`config.mk`:
```
export PLATFORM = sky130hd
export DESIGN_NAME = ahb_byte_master
export DESIGN_NICKNAME = d
export VERILOG_FILES = /design/src/rtl/ahb_byte_master.sv
export SDC_FILE = /design/constraint.sdc
export NUM_CORES = 1
export LEC_CHECK = 0
export ABC_CLOCK_PERIOD_IN_PS = 2750
export CAP_MARGIN = 25
export CORE_UTILIZATION = 50
export CTS_CLUSTER_DIAMETER = 40
export DETAILED_ROUTE_END_ITERATION = 12
export PLACE_DENSITY_LB_ADDON = 0.25
export REMOVE_ABC_BUFFERS = 1
export SKIP_LAST_GASP = 1
export SLEW_MARGIN = 15
export SYNTH_ARGS = -nofsm -noshare
export SYNTH_HDL_FRONTEND = slang
export SYNTH_SLANG_ARGS = --single-unit
```
`constraint.sdc`:
```
create_clock -name clk -period 2.75 [get_ports clk]
set_input_delay 0.55 -clock clk [delete_from_list [all_inputs] [get_ports clk]]
set_output_delay 0.55 -clock clk [all_outputs]
set_load 0.01 [all_outputs]
```
`src/rtl/ahb_byte_master.sv`:
```
`default_nettype none
// ============================================================================
// Module   : ahb_byte_master
// Purpose  : Turns framed byte-stream commands into single AHB-Lite transfers.
//            Frame    : opcode, ADDR (4 bytes MSB first), [DATA (4 bytes MSB first)]
//            Response : status byte, then 4 HRDATA bytes (MSB first) on a good read.
// Revision : 1.0  initial release
// ============================================================================
module ahb_byte_master #(
  parameter int GAP_TIMEOUT = 100000
) (
  input  logic        clk,
  input  logic        RSTn,
  input  logic [7:0]  rx_data,
  input  logic        rx_valid,
  output logic [7:0]  tx_data,
  output logic        tx_valid,
  input  logic        tx_ready,
  output logic [31:0] HADDR,
  output logic [1:0]  HTRANS,
  output logic [2:0]  HSIZE,
  output logic [2:0]  HBURST,
  output logic [3:0]  HPROT,
  output logic        HWRITE,
  output logic [31:0] HWDATA,
  input  logic [31:0] HRDATA,
  input  logic        HREADY,
  input  logic        HRESP,
  output logic        busy
);

  localparam int                CNT_W     = $clog2(GAP_TIMEOUT + 1);
  localparam logic [CNT_W-1:0]  GAP_LIMIT = CNT_W'(GAP_TIMEOUT);
  localparam logic [CNT_W-1:0]  CNT_ONE   = CNT_W'(1);

  localparam logic [6:0] ST_OK    = 7'h00;
  localparam logic [6:0] ST_ERR   = 7'h01;
  localparam logic [6:0] ST_BADOP = 7'h03;
  localparam logic [6:0] ST_MISAL = 7'h04;

  typedef enum logic [2:0] {
    S_IDLE    = 3'd0,
    S_ADDR    = 3'd1,
    S_WDATA   = 3'd2,
    S_ADDR_PH = 3'd3,
    S_DATA_PH = 3'd4,
    S_RESP    = 3'd5,
    S_RDATA   = 3'd6
  } state_t;

  state_t           state;
  state_t           state_nx;
  logic [6:0]       code_nx;

  logic             op_write;
  logic [1:0]       op_size;
  logic [31:0]      addr_sr;
  logic [31:0]      wdata_sr;
  logic [31:0]      rdata_sr;
  logic [1:0]       byte_cnt;
  logic [CNT_W-1:0] gap_cnt;
  logic [7:0]       status;
  logic             overrun;

  logic             last_byte;
  logic             bad_op;
  logic             misaligned;
  logic             ovr_rx;
  logic             enter_resp;
  logic             enter_aph;
  logic             in_frame;

  assign last_byte  = rx_valid && (byte_cnt == 2'd3);
  assign bad_op     = (rx_data[1:0] == 2'd3) || (rx_data[6:2] != 5'd0);
  // Alignment is judged on the final address byte, which is on rx_data right now.
  assign misaligned = ((op_size == 2'd1) && rx_data[0]) ||
                      ((op_size == 2'd2) && (rx_data[1:0] != 2'd0));
  assign in_frame   = (state == S_ADDR) || (state == S_WDATA);
  assign ovr_rx     = rx_valid && ((state == S_ADDR_PH) || (state == S_DATA_PH) ||
                                   (state == S_RESP)    || (state == S_RDATA));
  assign enter_resp = (state_nx == S_RESP)    && (state != S_RESP);
  assign enter_aph  = (state_nx == S_ADDR_PH) && (state != S_ADDR_PH);

  assign HTRANS   = (state == S_ADDR_PH) ? 2'b10 : 2'b00;
  assign HBURST   = 3'b000;
  assign HPROT    = 4'b0011;
  assign busy     = (state != S_IDLE);
  assign tx_valid = (state == S_RESP) || (state == S_RDATA);
  assign tx_data  = (state == S_RESP)  ? status :
                    (state == S_RDATA) ? rdata_sr[31:24] : 8'h00;

  // State register; async reset drops any address phase immediately.
  always_ff @(posedge clk or negedge RSTn) begin
    if (!RSTn) state <= S_IDLE;
    else       state <= state_nx;
  end

  // Next-state decode plus the status code to load on entry to RESP.
  always_comb begin
    state_nx = state;
    code_nx  = ST_OK;
    case (state)
      S_IDLE: begin
        if (rx_valid) begin
          if (bad_op) begin
            state_nx = S_RESP;
            code_nx  = ST_BADOP;
          end else begin
            state_nx = S_ADDR;
          end
        end
      end
      S_ADDR: begin
        if (last_byte) begin
          if (misaligned) begin
            state_nx = S_RESP;
            code_nx  = ST_MISAL;
          end else if (op_write) begin
            state_nx = S_WDATA;
          end else begin
            state_nx = S_ADDR_PH;
          end
        end else if (!rx_valid && (gap_cnt == GAP_LIMIT)) begin
          state_nx = S_IDLE;
        end
      end
      S_WDATA: begin
        if (last_byte) begin
          state_nx = S_ADDR_PH;
        end else if (!rx_valid && (gap_cnt == GAP_LIMIT)) begin
          state_nx = S_IDLE;
        end
      end
      S_ADDR_PH: begin
        if (HREADY) state_nx = S_DATA_PH;
      end
      S_DATA_PH: begin
        if (HREADY) begin
          state_nx = S_RESP;
          code_nx  = HRESP ? ST_ERR : ST_OK;
        end
      end
      S_RESP: begin
        if (tx_ready) begin
          state_nx = (!op_write && (status[6:0] == ST_OK)) ? S_RDATA : S_IDLE;
        end
      end
      S_RDATA: begin
        if (tx_ready && (byte_cnt == 2'd3)) state_nx = S_IDLE;
      end
      default: state_nx = S_IDLE;
    endcase
  end

  // Command capture: opcode fields, address and write-data shift registers.
  always_ff @(posedge clk or negedge RSTn) begin
    if (!RSTn) begin
      op_write <= 1'b0;
      op_size  <= 2'd0;
      addr_sr  <= 32'h0;
      wdata_sr <= 32'h0;
    end else begin
      if ((state == S_IDLE) && rx_valid) begin
        op_write <= rx_data[7];
        op_size  <= rx_data[1:0];
      end
      if ((state == S_ADDR) && rx_valid)  addr_sr  <= {addr_sr[23:0], rx_data};
      if ((state == S_WDATA) && rx_valid) wdata_sr <= {wdata_sr[23:0], rx_data};
    end
  end

  // Byte counter for frame fields and read-data bytes; gap counter for stalled frames.
  always_ff @(posedge clk or negedge RSTn) begin
    if (!RSTn) begin
      byte_cnt <= 2'd0;
      gap_cnt  <= '0;
    end else begin
      if (state_nx != state) begin
        byte_cnt <= 2'd0;
      end else if ((in_frame && rx_valid) || ((state == S_RDATA) && tx_ready)) begin
        byte_cnt <= byte_cnt + 2'd1;
      end
      if (in_frame && !rx_valid) gap_cnt <= gap_cnt + CNT_ONE;
      else                       gap_cnt <= '0;
    end
  end

  // AHB control/data outputs: address phase values latched on entry, HWDATA for the data phase.
  always_ff @(posedge clk or negedge RSTn) begin
    if (!RSTn) begin
      HADDR  <= 32'h0;
      HSIZE  <= 3'd0;
      HWRITE <= 1'b0;
      HWDATA <= 32'h0;
    end else begin
      if (enter_aph) begin
        HADDR  <= (state == S_ADDR) ? {addr_sr[23:0], rx_data} : addr_sr;
        HSIZE  <= {1'b0, op_size};
        HWRITE <= op_write;
      end
      if ((state == S_ADDR_PH) && HREADY && op_write) HWDATA <= wdata_sr;
    end
  end

  // Response path: read-data capture/shift, status load and overrun tracking.
  always_ff @(posedge clk or negedge RSTn) begin
    if (!RSTn) begin
      rdata_sr <= 32'h0;
      status   <= 8'h00;
      overrun  <= 1'b0;
    end else begin
      if ((state == S_DATA_PH) && HREADY && !HRESP && !op_write) begin
        rdata_sr <= HRDATA;
      end else if ((state == S_RDATA) && tx_ready) begin
        rdata_sr <= {rdata_sr[23:0], 8'h00};
      end
      // A byte dropped in the very cycle the status loads is still reported.
      if (enter_resp) begin
        status  <= {overrun | ovr_rx, code_nx};
        overrun <= 1'b0;
      end else if (ovr_rx) begin
        overrun <= 1'b1;
      end
    end
  end

endmodule
`default_nettype wire

```
==> summary.txt <==
Run status
  – Status: finished clean

Timing
  – Final min period: 2660 ps
  – Relative slew slack: 55.1%
  – Layout Skew: 11.1 ps
  – Tcrit/Tclk final: 96.6%
  – Final WS setup: 92.4 ps
  – Fin. max-slew vios: 0
  – Unrepaired setup endpoints after global routing: false
  – Final setup fails: 0
  – F_max: 376 MHz
  – Post-route setup TNS: 0 ps
  – Endpoints failing hold: 0
  – Tightest Pin Transition: 672 ps
  – Fin Hold WS: 122 ps

Pwr
  – Peak VDD IR: 555 uV
  – Pwr dens: 929 mW/mm2
  – Leak Pwr: 4.94 nW
  – Final Power: 9.99 mW

Job
  – Max-cap violations: 0

Final layout
  – Share of cells above drive strength 1: 28.4%
  – Post-layout util: 64.9%
  – Layout Area Growth over Synthesis: 26.3%
  – # diodes: 0
  – Nets: 840
  – Filler cells: 1269

GRT
  – Gr ovfl total: 0
  – Antenna violations before repair: 0
  – GRT Total Usage: 20.6%
  – Global-route wire length before repair: 28.6 mm
  – Vias in the first global route: 5675
  – Pin count of the biggest net entering global routing: 78

Clocking
  – Clk_lat worst skew: 440 ps
  – CTS Root Cell: clkbuf_16
  – Clk slew on worst S/H paths: 70 ps
  – # H-tree levels: 4
  – Clock sinks: 193
  – CTS tree: yes
  – Clock tree buffer depth: 2
  – CTS buffer count: 17

Floorplan
  – Core area: 0.0166 mm2
  – Die Y: 133 um
  – Die Width: 133 um
  – Starting density of the core: 51.4%
  – Die Area: 0.0176 mm2
  – Cell row count: 47
  – IO Count: 133

Logic synthesis
  – Post-Syn Area per Cell: 13.1 um2
  – Post-synthesis cell count: 649
  – YS warnings: 0
  – Most used DFF post-synth: dfrtp_1
  – Post-synthesis register bit count: 193
  – Leading post-synthesis cells by cell area: dfrtp_1, mux2_2, mux2_4, nand2_1, mux2_1
  – Post-Syn Area: 0.00852 mm2
  – Post-synthesis sequential area ratio: 56.7%
  – Post-synth EDFFs: 0
  – Synth top area share: 56.7%
  – Synth area leader: dfrtp_1
  – Library cells used by synthesis: 54
  – Ys async rst share: 100%

Routing
  – # DRC: 0
  – Initial drt markers: 359
  – DRT Wirelength: 16.8 mm
  – Routed vias/inst: 5.39
  – Vias: 5517
  – Pre-antenna DRT Iters: 5
  – Detail Route Antenna Nets: 0
  – Avg WL per Cell: 16.4 um

Critical path
  – CP Class: reg2out
  – Crit. End Element: primary output
  – Reg2reg setup slack: 300 ps
  – Required @ worst endpoint: 2200 ps
  – Startpoint Class: register
  – Arr. time, crit path: 2110 ps
  – Crit Path Max Fanout: 14

Min path
  – Worst Hold Class: in2async

Placed design
  – Number of port buffers: 123
  – Dpl ws: -228 ps
  – Detail Placement HPWL: 11.4 mm
  – GP Congestion: 0.871
==> worst max-delay path, cell delays in order (launching register included) <==
cell	delay, ps
dfrtp_2	500
and3b_1	410
a22o_1	210
clkdlybuf4s50_1	550
==> what timing repair did <==
action                                  CTS  global route
endpoints found under the setup margin    5             4
cloned                                    0             0
hold buffers                              0             0
gates resized for setup                   2             1
buffers inserted                          0             2
==> per-layer routing <==
layer | part of all wire [%] | GRT usage [%] | up-vias | routed length [um]
li1 | - | - | 2556 | -
met1 | 43 | 26.7 | 2771 | 7300
met2 | 50 | 33.8 | 163 | 8400
met3 | 4.9 | 4.60 | 27 | 816
met4 | 1.7 | 7.79 | 0 | 286
met5 | 0 | 0 | - | 0
==> where the power goes <==
group          internal [mW]  switching, mW  leakage (nW)
logic                   1.94           1.33          2.12
registers               3.71          0.646          2.54
clock network           1.29           1.09         0.276
total                   6.93           3.06          4.94
==> cell usage in the layout (no fill, tap or decap), types with 3 or more instances in the layout <==
cell type and count:
nand2_1 64, nor2_1 24, a22oi_1 23, dfrtp_2 3, inv_6 5, a21oi_1 7
xnor2_1 3, nor3_1 6, inv_1 5, nor3b_1 3, nand2b_1 7, and3_1 8
mux2_2 116, dfrtp_1 190, xor2_1 11, ha_1 3, buf_4 29, mux2_4 30
clkdlybuf4s50_1 122, a22o_1 13, o21ai_0 8, or3_1 5, buf_12 5, nand3_1 7
clkbuf_16 17, nand4_1 4, o21ai_1 4, and2_1 4, nor4_1 3, mux2_1 21
conb_1 9
==> final cells by class <==
| class | instances | area (um2) | share of cell area [%] |
|---|---|---|---|
| Tap cell | 220 | 275 | 2.56 |
| Clock buffer | 18 | 439 | 4.08 |
| Inverter | 6 | 22.5 | 0.209 |
| Multi-Input combinational cell | 415 | 3490 | 32.5 |
| Timing Repair Buffer | 158 | 1570 | 14.6 |
| Sequential cell | 193 | 4830 | 44.9 |
| Clock inverter | 13 | 128 | 1.19 |
==> registers in the layout (all words and copies together) (netlist names) <==
register,count
overrun,1
addr_sr,32
status,4
HSIZE,2
HWDATA,32
rdata_sr,32
op_write,1
HADDR,32
HWRITE,1
op_size,2
state,3
wdata_sr,32
byte_cnt,2
gap_cnt,17
==> kinds of logic (layout without fill, tap and decap cells) <==
logic type	Yosys count	after routing	share of synthesized area, %
compound gates	68	68	5.86
xor+xnor	14	14	1.44
fa+ha+maj	3	3	0.441
buf+inv	48	195	2.82
flops	193	193	56.7
mux	169	169	23.6
other cells	2	9	0.0882
simple gates	152	152	9.01
==> path summary, 6_finish.rpt <==
path | to | cells after the start | start
setup / recovery | tx_data[0] | 3 | state[1]
hold / removal | HWDATA[20] | 1 | RSTn
setup reg to reg | byte_cnt[1] | 9 | state[2]
hold reg to reg | rdata_sr[30] | 2 | rdata_sr[30]
max in group asynchronous | rdata_sr[23] | 2 | RSTn
min in group clk | rdata_sr[30] | 2 | rdata_sr[30]
==> synth_stat cells (2+ instances only) <==
master	n
nand3_1	7
nor3b_1	4
a31oi_1	2
nor3_1	6
inv_1	5
o21ai_1	4
buf_1	4
or4_1	2
conb_1	2
o21ai_0	8
ha_1	3
a21oi_1	7
nand2_1	64
a22o_1	13
a21o_1	2
buf_6	3
buf_2	3
nand2b_1	7
and3_1	8
xnor2_1	3
mux2_1	21
xor2_1	11
mux2i_1	2
mux2_4	30
nand4_1	4
and2_1	4
nor4_4	2
a22oi_1	23
mux2_2	116
dfrtp_1	193
nor2_1	26
or3_1	5
nor2b_1	2
buf_4	9
nor4_1	3
clkbuf_1	23
==> per-stage QoR <==
step / cell area [um2] / cells
3_3_place_gp: 10200 / 989
2_1_floorplan: 8330 / 614
3_5_place_dp: 10200 / 990
4_1_cts: 10700 / 1021
6_report: 10800 / 1023
5_1_grt: 10800 / 1023
Note: power is estimated with default switching activity, not from simulation.
